$ cat config.mk
export PLATFORM = sky130hd
export DESIGN_NAME = rolfmobile99_in_cond
export DESIGN_NICKNAME = d
export VERILOG_FILES = /design/src/rtl/rolfmobile99_in_cond.sv
export SDC_FILE = /design/constraint.sdc
export NUM_CORES = 1
export LEC_CHECK = 0
export CORE_MARGIN = 4
export CORE_UTILIZATION = 50
export CTS_CLUSTER_DIAMETER = 40
export DETAILED_ROUTE_END_ITERATION = 10
export DONT_BUFFER_PORTS = 1
export GPL_TIMING_DRIVEN = 0
export PLACE_DENSITY = 0.68
export SLEW_MARGIN = 20
export SYNTH_ARGS = -nofsm -noshare
export SYNTH_HDL_FRONTEND = slang
export SYNTH_SLANG_ARGS = --single-unit
export TNS_END_PERCENT = 20
$ cat constraint.sdc
create_clock -name clk -period 1.3 [get_ports clk]
set_input_delay 0.39 -clock clk [delete_from_list [all_inputs] [get_ports clk]]
set_output_delay 0.39 -clock clk [all_outputs]
set_load 0.005 [all_outputs]
$ cat src/rtl/rolfmobile99_in_cond.sv
// Two-channel input conditioner: synchronise, debounce and edge-detect a_raw/b_raw ahead of the XNOR stage.
// Optional accepted-change counter on evt_cnt is enabled by defining IN_COND_EVTCNT_EN.
module rolfmobile99_in_cond #(
  parameter int SYNC_STAGES     = 2,
  parameter int DEBOUNCE_CYCLES = 8,
  parameter int CNT_W           = 4
) (
  input  logic       clk,
  input  logic       reset,
  input  logic       a_raw,
  input  logic       b_raw,
  output logic       a_clean,
  output logic       b_clean,
  output logic       a_chg,
  output logic       b_chg,
  output logic       busy
`ifdef IN_COND_EVTCNT_EN
  ,
  output logic [7:0] evt_cnt
`endif
);

  localparam logic [0:0]       ST_STABLE  = 1'b0;
  localparam logic [0:0]       ST_PENDING = 1'b1;
  localparam logic [CNT_W-1:0] CNT_LAST   = CNT_W'(DEBOUNCE_CYCLES - 1);

  logic [1:0]             raw;
  logic [SYNC_STAGES-1:0] sync_q  [2];
  logic [SYNC_STAGES-1:0] sync_d  [2];
  logic [0:0]             state_q [2];
  logic [0:0]             state_d [2];
  logic [CNT_W-1:0]       cnt_q   [2];
  logic [CNT_W-1:0]       cnt_d   [2];
  logic [1:0]             clean_q, clean_d;
  logic [1:0]             chg_q, chg_d;

  assign raw = {b_raw, a_raw};

  // Index 0 is channel A, index 1 is channel B; both channels run the same debounce FSM.
  always_comb begin
    for (int ch = 0; ch < 2; ch++) begin
      sync_d[ch]  = {sync_q[ch][SYNC_STAGES-2:0], raw[ch]};
      state_d[ch] = state_q[ch];
      cnt_d[ch]   = cnt_q[ch];
      clean_d[ch] = clean_q[ch];
      chg_d[ch]   = 1'b0;
      case (state_q[ch])
        ST_STABLE: begin
          if (sync_q[ch][SYNC_STAGES-1] != clean_q[ch]) begin
            state_d[ch] = ST_PENDING;
            cnt_d[ch]   = CNT_W'(1);
          end else begin
            cnt_d[ch] = '0;
          end
        end
        ST_PENDING: begin
          // A return to the clean level is a glitch and takes priority over acceptance.
          if (sync_q[ch][SYNC_STAGES-1] == clean_q[ch]) begin
            state_d[ch] = ST_STABLE;
            cnt_d[ch]   = '0;
          end else if (cnt_q[ch] == CNT_LAST) begin
            state_d[ch] = ST_STABLE;
            cnt_d[ch]   = '0;
            clean_d[ch] = sync_q[ch][SYNC_STAGES-1];
            chg_d[ch]   = 1'b1;
          end else begin
            cnt_d[ch] = cnt_q[ch] + CNT_W'(1);
          end
        end
        default: begin
          state_d[ch] = ST_STABLE;
          cnt_d[ch]   = '0;
        end
      endcase
    end
  end

  always_ff @(posedge clk or negedge reset) begin
    if (!reset) begin
      for (int ch = 0; ch < 2; ch++) begin
        sync_q[ch]  <= '0;
        state_q[ch] <= ST_STABLE;
        cnt_q[ch]   <= '0;
      end
      clean_q <= '0;
      chg_q   <= '0;
    end else begin
      for (int ch = 0; ch < 2; ch++) begin
        sync_q[ch]  <= sync_d[ch];
        state_q[ch] <= state_d[ch];
        cnt_q[ch]   <= cnt_d[ch];
      end
      clean_q <= clean_d;
      chg_q   <= chg_d;
    end
  end

  assign a_clean = clean_q[0];
  assign b_clean = clean_q[1];
  assign a_chg   = chg_q[0];
  assign b_chg   = chg_q[1];
  assign busy    = (state_q[0] == ST_PENDING) || (state_q[1] == ST_PENDING);

`ifdef IN_COND_EVTCNT_EN
  logic [7:0] evt_cnt_q, evt_cnt_d;

  // Counts on the acceptance itself, so evt_cnt steps on the same edge the strobes rise.
  always_comb begin
    evt_cnt_d = evt_cnt_q + 8'(chg_d[0]) + 8'(chg_d[1]);
  end

  always_ff @(posedge clk or negedge reset) begin
    if (!reset) begin
      evt_cnt_q <= '0;
    end else begin
      evt_cnt_q <= evt_cnt_d;
    end
  end

  assign evt_cnt = evt_cnt_q;
`endif

endmodule

==> results.yml <==
worst_setup_path:
  path_cells: "or2_4"
  cp.required_ns: 0.91
  cp-end-kind: "output pin"
  critical_path_class: "register to output pin"
  max_stage_delay_ns: 0.40
  worst-path-buf-inv: 0
  arrival_ns: 0.93
  r2r_slack_ns: -0.01
  cp_top_family: "flip-flops"
  reg2reg_to: "clean_q[1]"
  setup.worst_path.start_class: "register"
  path_depth: 1
  r2r-start: "cnt_q[0]"
  startpoint: "state_q[1]"
  rr_worst_depth: 4
  crit_fanout: 2
  crit_slowest_cell: "dfrtp_1"
global_route:
  gr-usage-met1: 0.160
  antenna_found_initial: 0
  grtUsageMet2: 0.228
  grt.met3_usage: 0.0277
  grt.busiest_layer: "met2"
  grt_usage: 0.135
  grt_pass1_wl_um: 1950
  first_global_vias: 473
  grt_max_degree: 19
  grt_overflow: 0
min_path:
  holdCritPathClass: "input pin to register"
  min_to: "sync_d[3]"
  hp-start: "a_raw"
  min_path_cells: 0
floorplanning:
  io_pins: 9
  rows: 13
  die_w_um: 45.5
  chipHeight_um: 45.5
  coreArea_um2: 1320
  initial_core_util: 0.535
  dieArea_um2: 2070
detailed_routing:
  wl_per_cell_um: 14.7
  drt-pass1-iter-count: 2
  route.detailed.drc: 0
  routed_wl_um: 1180
  drtIter0Drc: 3
  ant_nets: 0
  avgViaCountPerCell: 5.20
  num_vias: 416
yosys:
  synthArstFlopShare: 1.00
  syn_nets: 59
  synth_cell_types: 17
  yosysTopAreaCellShare: 0.639
  syn_area_um2: 704
  synth_top_cell_by_area: "dfrtp_1"
  synthFlopType: "dfrtp_1"
  syn_avg_cell_area_um2: 13.3
  synth_top_cells_by_area: "dfrtp_1, mux2_4, ha_1"
  postSynthCellCount: 53
  yosysWarningCount: 0
  synth_edf_count: 0
  yosys-top-cells-count: "dfrtp_1, nor2_1"
  synth.most_common_cell: "dfrtp_1"
  yosysSeqAreaShare: 0.639
  ys_ff_latch: 18
outcome:
  status: "finished with violations"
  violations: "setup timing"
timing:
  relSlewSlack: 0.490
  tightest_slew_ns: 0.763
  final_hold_viol_count: 0
  max_freq_mhz: 756
  grt_setup_unrepaired: "true"
  drv_slew: 0
  fin_skew_ns: 0.000677
  setup_tns_ns: -0.0366
  fin_ws_ns: -0.0231
  setup_viol: 3
  period_share: 1.02
  final.min_clock_period_ns: 1.32
clock_tree:
  clockBufferDepth: 2
  clkLatencyLatePin_ns: 0.28
  numClockSinks: 18
  path_clk_slew_ns: 0.10
  cts_root_buf: "clkbuf_4"
  cts_tree: "yes"
  cts_buffers: 3
  h-tree-depth: 1
placement:
  io_buffers: 0
  hpwl_um: 806
  post-place-ws_ns: -0.0806
  dpl_cell_area_um2: 723
  gp_congestion: 0.635
power_and_ir_drop:
  power_mw: 0.992
  p_leak_nw: 0.423
  powerDensity_nw_per_um2: 1180
  ir_drop_v: 0.000764
cells_and_area:
  antenna_cells: 0
  final_util: 0.637
  num-nets-final: 72
  final_cell_area_um2: 840
  syn_to_final_growth_pct: 19.2
  layout-drive-gt1-share: 0.369
  num-fill-cells: 99
job:
  drv_cap: 0
==> kinds of logic after synthesis <==
group,Yosys count,share of synthesized area
adder cells (fa/ha/maj),2,0.0355
AO/OA/AOI/OAI,2,0.0142
multiplexers,4,0.0711
flip-flops,18,0.639
AND/OR/NAND/NOR,23,0.190
XOR/XNOR,4,0.0497
==> power by group <==
part           switching [mW]  internal, mW  leakage, nW
clock                   0.162         0.170       0.0210
combinational          0.0332        0.0347        0.169
sequential             0.0138         0.578        0.233
total                   0.209         0.783        0.423
==> cells in the final DEF, fill, tap and decap left out <==
cell type	netlist	layout
nand2_1	2	2
ha_2	0	1
dlygate4sd3_1	0	1
ha_4	0	1
nand3_1	2	2
and2_1	2	2
and2_2	2	2
and3_1	2	2
dfrtp_1	18	18
or2_4	0	1
xnor2_1	2	2
nand2_2	2	2
clkbuf_4	0	3
and3b_2	2	2
xor2_1	2	2
buf_4	0	7
mux2_4	2	2
nor2_1	6	6
and3_2	2	2
mux2i_1	2	2
clkbuf_8	0	1
o21ai_0	2	2
==> cell type report <==
type / instances / area, µm² / share of cell area
Tap cell: 15 / 18.8 / 0.0224
Sequential cell: 18 / 450 / 0.537
Multi-Input combinational cell: 35 / 272 / 0.323
Clock buffer: 4 / 36.3 / 0.0432
Timing Repair Buffer: 8 / 62.6 / 0.0745
==> per-layer routing <==
metal	up-vias	routed length (µm)
li1	201	-
met1	206	531
met2	9	592
met3	0	56
met4	0	0
met5	-	0
==> how the worst max path moves through the flow <==
stage	endpoint
final	busy
after global routing	busy
after CTS	busy
after detailed placement	clean_q[0]
after global placement	clean_q[0]
after floorplan	clean_q[0]
==> flip-flops by register name (all words and copies together), names as in the netlist <==
| register | flops |
|---|---|
| state_q | 2 |
| cnt_q | 8 |
| clean_q | 2 |
| chg_q | 2 |
| sync_d | 2 |
| sync_q | 2 |
==> through the flow <==
step | hold WS [ns] | instances
floorplan | 0.0944 | 53
CTS | 0.106 | 77
finish | 0.122 | 80
global placement | 0.0948 | 68
global route | 0.0954 | 80
detailed placement | 0.0949 | 68
==> worst reg2reg max path, cell delays in order (launching register included) <==
cell	delay, ns
dfrtp_1	0.43
ha_4	0.18
and3b_2	0.23
nand2_2	0.08
mux2_4	0.29
==> timing repair <==
item / 4_1_cts / 5_1_grt
endpoints found under the setup margin: 3 / 3
setup buffers: 4 / 3
endpoints found under the hold margin: 18 / 0
hold buffers: 1 / 0
pin swaps: 3 / 2
gates resized for setup: 3 / 1
No activity file was read; power rests on OpenSTA's default activity.
